$ cat src/rtl/uart_rx_sampler.sv
// uart_rx_sampler: 8N1 (optionally 8E1) UART receiver with mid-bit sampling and glitch rejection.
// Latency: 2-cycle input sync; result strobe is registered one cycle after the mid-stop-bit sample.
// Backpressure: none; each result is a one-cycle strobe and data_out holds the last good byte.
//
// Ports:
//   clk, rst              - system clock, synchronous active-high reset
//   rx                    - asynchronous serial input, idles high
//   data_out[7:0]         - last byte received without error
//   data_ready            - one-cycle strobe when data_out updates
//   frame_err             - one-cycle strobe when the stop bit is sampled low
//   parity_err            - one-cycle strobe on even-parity mismatch (0 unless UART_RX_PARITY_EN)
//   busy                  - high whenever the receiver is not idle
// Optional feature: define UART_RX_PARITY_EN for a start + 8 data + even parity + stop frame.
module uart_rx_sampler #(
  parameter int CLK_FREQ     = 50_000_000,
  parameter int BAUD         = 115200,
  parameter int CLKS_PER_BIT = CLK_FREQ / BAUD
) (
  input  logic       clk,
  input  logic       rst,
  input  logic       rx,
  output logic [7:0] data_out,
  output logic       data_ready,
  output logic       frame_err,
  output logic       parity_err,
  output logic       busy
);

  localparam logic [8:0] HALF_LAST = 9'(CLKS_PER_BIT / 2 - 1);
  localparam logic [8:0] FULL_LAST = 9'(CLKS_PER_BIT - 1);

  typedef enum logic [2:0] {
    IDLE      = 3'd0,
    START     = 3'd1,
    DATA      = 3'd2,
    STOP      = 3'd3,
    WAIT_IDLE = 3'd4
`ifdef UART_RX_PARITY_EN
    , PARITY  = 3'd5
`endif
  } state_t;

  state_t     state_q, state_d;
  logic       sync1_q, sync2_q;
  logic [8:0] cnt_q, cnt_d;
  logic [2:0] idx_q, idx_d;
  logic [7:0] shreg_q, shreg_d;
  logic [7:0] data_q, data_d;
  logic       rdy_q, rdy_d;
  logic       ferr_q, ferr_d;
  logic       rx_s;
`ifdef UART_RX_PARITY_EN
  logic       perr_q, perr_d;
  logic       par_bad_q, par_bad_d;
`endif

  assign rx_s = sync2_q;

  // State register
  always_ff @(posedge clk) begin
    if (rst) begin
      state_q   <= IDLE;
      sync1_q   <= 1'b1;
      sync2_q   <= 1'b1;
      cnt_q     <= '0;
      idx_q     <= '0;
      shreg_q   <= '0;
      data_q    <= '0;
      rdy_q     <= 1'b0;
      ferr_q    <= 1'b0;
`ifdef UART_RX_PARITY_EN
      perr_q    <= 1'b0;
      par_bad_q <= 1'b0;
`endif
    end else begin
      state_q   <= state_d;
      sync1_q   <= rx;
      sync2_q   <= sync1_q;
      cnt_q     <= cnt_d;
      idx_q     <= idx_d;
      shreg_q   <= shreg_d;
      data_q    <= data_d;
      rdy_q     <= rdy_d;
      ferr_q    <= ferr_d;
`ifdef UART_RX_PARITY_EN
      perr_q    <= perr_d;
      par_bad_q <= par_bad_d;
`endif
    end
  end

  // Next-state logic
  always_comb begin
    state_d   = state_q;
    cnt_d     = cnt_q + 9'd1;
    idx_d     = idx_q;
    shreg_d   = shreg_q;
    data_d    = data_q;
    rdy_d     = 1'b0;
    ferr_d    = 1'b0;
`ifdef UART_RX_PARITY_EN
    perr_d    = 1'b0;
    par_bad_d = par_bad_q;
`endif
    case (state_q)
      IDLE: begin
        cnt_d = '0;
        idx_d = '0;
`ifdef UART_RX_PARITY_EN
        par_bad_d = 1'b0;
`endif
        if (!rx_s) state_d = START;
      end
      START: begin
        // Mid-start-bit check: a line already back high was only a glitch.
        if (cnt_q == HALF_LAST) begin
          cnt_d   = '0;
          idx_d   = '0;
          state_d = rx_s ? IDLE : DATA;
        end
      end
      DATA: begin
        if (cnt_q == FULL_LAST) begin
          cnt_d          = '0;
          shreg_d[idx_q] = rx_s;
          idx_d          = idx_q + 3'd1;
          if (idx_q == 3'd7) begin
`ifdef UART_RX_PARITY_EN
            state_d = PARITY;
`else
            state_d = STOP;
`endif
          end
        end
      end
`ifdef UART_RX_PARITY_EN
      PARITY: begin
        if (cnt_q == FULL_LAST) begin
          cnt_d     = '0;
          // Even parity: data bits plus parity bit must XOR to zero.
          par_bad_d = (^shreg_q) ^ rx_s;
          state_d   = STOP;
        end
      end
`endif
      STOP: begin
        if (cnt_q == FULL_LAST) begin
          cnt_d = '0;
          if (rx_s) begin
            // Leaving at mid-stop-bit lets a start bit follow with no idle gap.
            state_d = IDLE;
`ifdef UART_RX_PARITY_EN
            if (par_bad_q) begin
              perr_d = 1'b1;
            end else begin
              data_d = shreg_q;
              rdy_d  = 1'b1;
            end
`else
            data_d = shreg_q;
            rdy_d  = 1'b1;
`endif
          end else begin
            ferr_d  = 1'b1;
            state_d = WAIT_IDLE;
          end
        end
      end
      WAIT_IDLE: begin
        // Hold off until the line recovers so a break is not seen as frames.
        cnt_d = '0;
        if (rx_s) state_d = IDLE;
      end
      default: begin
        cnt_d   = '0;
        state_d = IDLE;
      end
    endcase
  end

  // Outputs
  always_comb begin
    busy       = (state_q != IDLE);
    data_out   = data_q;
    data_ready = rdy_q;
    frame_err  = ferr_q;
`ifdef UART_RX_PARITY_EN
    parity_err = perr_q;
`else
    parity_err = 1'b0;
`endif
  end

endmodule

$ cat config.mk
export PLATFORM = sky130hd
export DESIGN_NAME = uart_rx_sampler
export DESIGN_NICKNAME = d
export VERILOG_FILES = /design/src/rtl/uart_rx_sampler.sv
export SDC_FILE = /design/constraint.sdc
export NUM_CORES = 1
export LEC_CHECK = 0
export BUFFER_PORTS_ARGS = -buffer_cell sky130_fd_sc_hd__buf_2
export CAP_MARGIN = 5
export CORE_UTILIZATION = 62
export CTS_CLUSTER_DIAMETER = 60
export DETAILED_ROUTE_END_ITERATION = 6
export PLACE_DENSITY = 0.83
export SETUP_SLACK_MARGIN = 0.05
export SLEW_MARGIN = 10
export SYNTH_ARGS = -nofsm -noshare
export SYNTH_HDL_FRONTEND = slang
export SYNTH_SLANG_ARGS = --single-unit
$ cat constraint.sdc
create_clock -name clk -period 3.4 [get_ports clk]
set_input_delay 0.17 -clock clk [delete_from_list [all_inputs] [get_ports clk]]
set_output_delay 0.17 -clock clk [all_outputs]
set_load 0.02 [all_outputs]
==> results.json <==
{
  "path_cells": "ha_1 > nand4b_4 > nor4_4 > mux2i_1 > nor2_1",
  "setup_violations": 0,
  "drive_gt1_frac": 0.160,
  "design_area_um2": 1780,
  "cts_tree": "built",
  "antenna_found_initial": 0,
  "top_level_ports": 15,
  "min_period_ns": 2.01,
  "critPathMaxFanout": 9,
  "fin_hold_ws_ns": 0.238,
  "max_slew_margin": 0.485,
  "peakVddDrop_v": 0.000474,
  "tightest_slew_ns": 0.767,
  "via_per_inst": 5.76,
  "power_frac_seq": 0.557,
  "dpl_cell_area_um2": 1690,
  "fillers": 192,
  "cts_htree_levels": 2,
  "grt_use_total": 0.235,
  "outcome": "completed",
  "yosys_most_used_dff": "dfxtp_1",
  "drcViolationCount": 0,
  "swShare": 0.203,
  "grt_pass1_vias": 1063,
  "hold_class": "in2reg",
  "nets": 188,
  "post_drt_wl_per_cell_um": 13.5,
  "yosysTopAreaCell": "dfxtp_1",
  "syn_area_um2": 1640,
  "ys_ff_latch": 35,
  "overflow": 0,
  "finClkSkew_ns": 0.00934,
  "vias": 1215,
  "crit_start": "cnt_q[0]",
  "rsz0062_at_grt": "false",
  "post-dp-hpwl_um": 1980,
  "cts_buffers": 5,
  "syn_area_per_cell_um2": 9.64,
  "clkPwrFrac": 0.418,
  "post_cts_buffers": 0,
  "drt_iter0_markers": 75,
  "cts_buffer_depth": 2,
  "tns_ns": 0,
  "intPower_mw": 0.592,
  "grt_max_degree": 30,
  "diodes": 0,
  "insertion_delay_ns": 0.35,
  "num_rows": 18,
  "power.total_mw": 0.744,
  "rr_worst_depth": 5,
  "cts_sinks": 35,
  "synth_cell_type_count": 43,
  "cts_resized": 0,
  "cp.depth": 5,
  "final_util": 0.719,
  "worstReg2RegEnd": "data_out[3]",
  "finalCritPeriodShare": 0.590,
  "cp_top_family": "simple AND/OR/NAND/NOR gates",
  "chipHeight_um": 53.4,
  "critical_path_class": "reg2reg",
  "clk_pin_slew_ns": 0.10,
  "syn_nets": 178,
  "drt_pass1_iterations": 4,
  "reg2reg_from": "cnt_q[0]",
  "portBuffers": 13,
  "synth_commonest_cells": "35 x dfxtp_1, 26 x nor2_1, 17 x mux2i_1, 11 x nand2b_1, 7 x nand3_1",
  "holdBufCountCts": 1,
  "wl_um": 2860,
  "drv_cap": 0,
  "p_sw_mw": 0.151,
  "cp_num_buf_inv": 0,
  "critPathArrivalTime_ns": 2.23,
  "synth_edf_count": 0,
  "power_density_nw_per_um2": 417,
  "cts_root_buf": "clkbuf_4",
  "final_antenna_net_count": 0,
  "syn_inst": 170,
  "syn2layout_area_growth_pct": 8.70,
  "seq_area_frac_synth": 0.427,
  "leakagePower_nw": 0.715,
  "yosysWarnings": 0,
  "die_x_um": 53.4,
  "grt_pass1_wl_um": 4670,
  "endpoint": "data_out[3]",
  "gp_congestion": 0.847,
  "synthTopCellsByArea": "dfxtp_1 43%, mux2i_1 10%, nor2_1 6.0%",
  "start_util": 0.662,
  "crit_path_max_incr_delay_ns": 0.72,
  "cp_slowest_cell": "nor4_4",
  "slew_viol_final": 0,
  "critPathCaptureType": "flop",
  "start_kind": "flop",
  "cp.required_ns": 3.62,
  "yosysMostFrequentCell": "dfxtp_1",
  "max_clock_freq_mhz": 498,
  "r2r_slack_ns": 1.39,
  "dieArea_um2": 2850,
  "hold_violations": 0,
  "p_comb_frac": 0.026,
  "ys_async_sr_fraction": 0,
  "synth_top_area_share": 0.427,
  "coreArea_um2": 2480
}
-- state kept, by name, indices dropped and copies added, names as in the netlist --
register / count
idx_q: 3
shreg_q: 8
state_q: 3
data_out: 8
rx_s: 1
data_ready: 1
cnt_q: 9
frame_err: 1
sync1_q: 1
-- per-stage QoR --
| stage | std cells | setup WS [ns] |
|---|---|---|
| after CTS | 211 | 1.40 |
| after global routing | 211 | 1.28 |
| after floorplan | 170 | 1.88 |
| final | 211 | 1.39 |
| after detailed placement | 202 | 1.43 |
| after global placement | 202 | 1.52 |
-- cells by family after synthesis --
family                     count (synthesis)  share of synthesized area
and+or+nand+nor                           75                      0.285
DFF                                       35                      0.427
muxes                                     17                      0.104
buffers and inverters                     17                     0.0481
AOI/OAI and AO/OA                         13                     0.0580
xor gates and xnor gates                   7                     0.0374
adders and majority gates                  5                     0.0382
other                                      1                    0.00229
-- how the worst min path moves through the flow --
stage	from	end	slack, ns	depth (start not counted)
6_report	rst	data_out[5]	0.24	2
5_1_grt	rst	data_out[2]	0.24	2
4_1_cts	rst	data_out[4]	0.22	2
3_5_place_dp	rx	sync1_q	0.36	2
3_3_place_gp	rx	sync1_q	0.35	2
2_1_floorplan	rx	sync1_q	0.27	1
-- final cells by class --
cell class                 count  area (um^2)  area share
inverter                       6         22.5      0.0126
clock buffer                   6         51.3      0.0288
timing repair buffer          14         75.1      0.0421
clock inverter                 2         35.0      0.0197
sequential                    35          701       0.393
tap                           30         37.5      0.0211
multi-input combinational    118          860       0.482
-- power by group through the flow --
stage / logic, mW / registers [mW] / clock network, mW
after detailed placement: 0.0184 / 0.423 / 0
after global placement: 0.0178 / 0.423 / 0
after CTS: 0.0192 / 0.414 / 0.321
after global routing: 0.0210 / 0.415 / 0.338
after floorplan: 0.0173 / 0.422 / 0
final: 0.0192 / 0.414 / 0.310
-- cells in the final DEF (no fill, tap or decap), types with 3 or more instances in the layout --
master | Yosys | layout
nand2_1 | 4 | 4
nor2_1 | 26 | 26
nand4b_1 | 3 | 3
dfxtp_1 | 35 | 35
mux2i_1 | 17 | 17
buf_2 | 3 | 13
nand2b_1 | 11 | 11
nand3_1 | 7 | 7
xnor2_1 | 5 | 5
clkbuf_4 | 0 | 5
ha_1 | 5 | 5
nor3_1 | 4 | 4
inv_1 | 6 | 6
-- metal layers --
metal  up-vias  share of wire  GRT usage
met5         -              0          0
met2        45           0.47      0.363
met3         6          0.067     0.0948
met1       558           0.44      0.275
met4         0          0.020      0.123
li1        606              -          -
No activity file was read; power rests on OpenSTA's default activity.
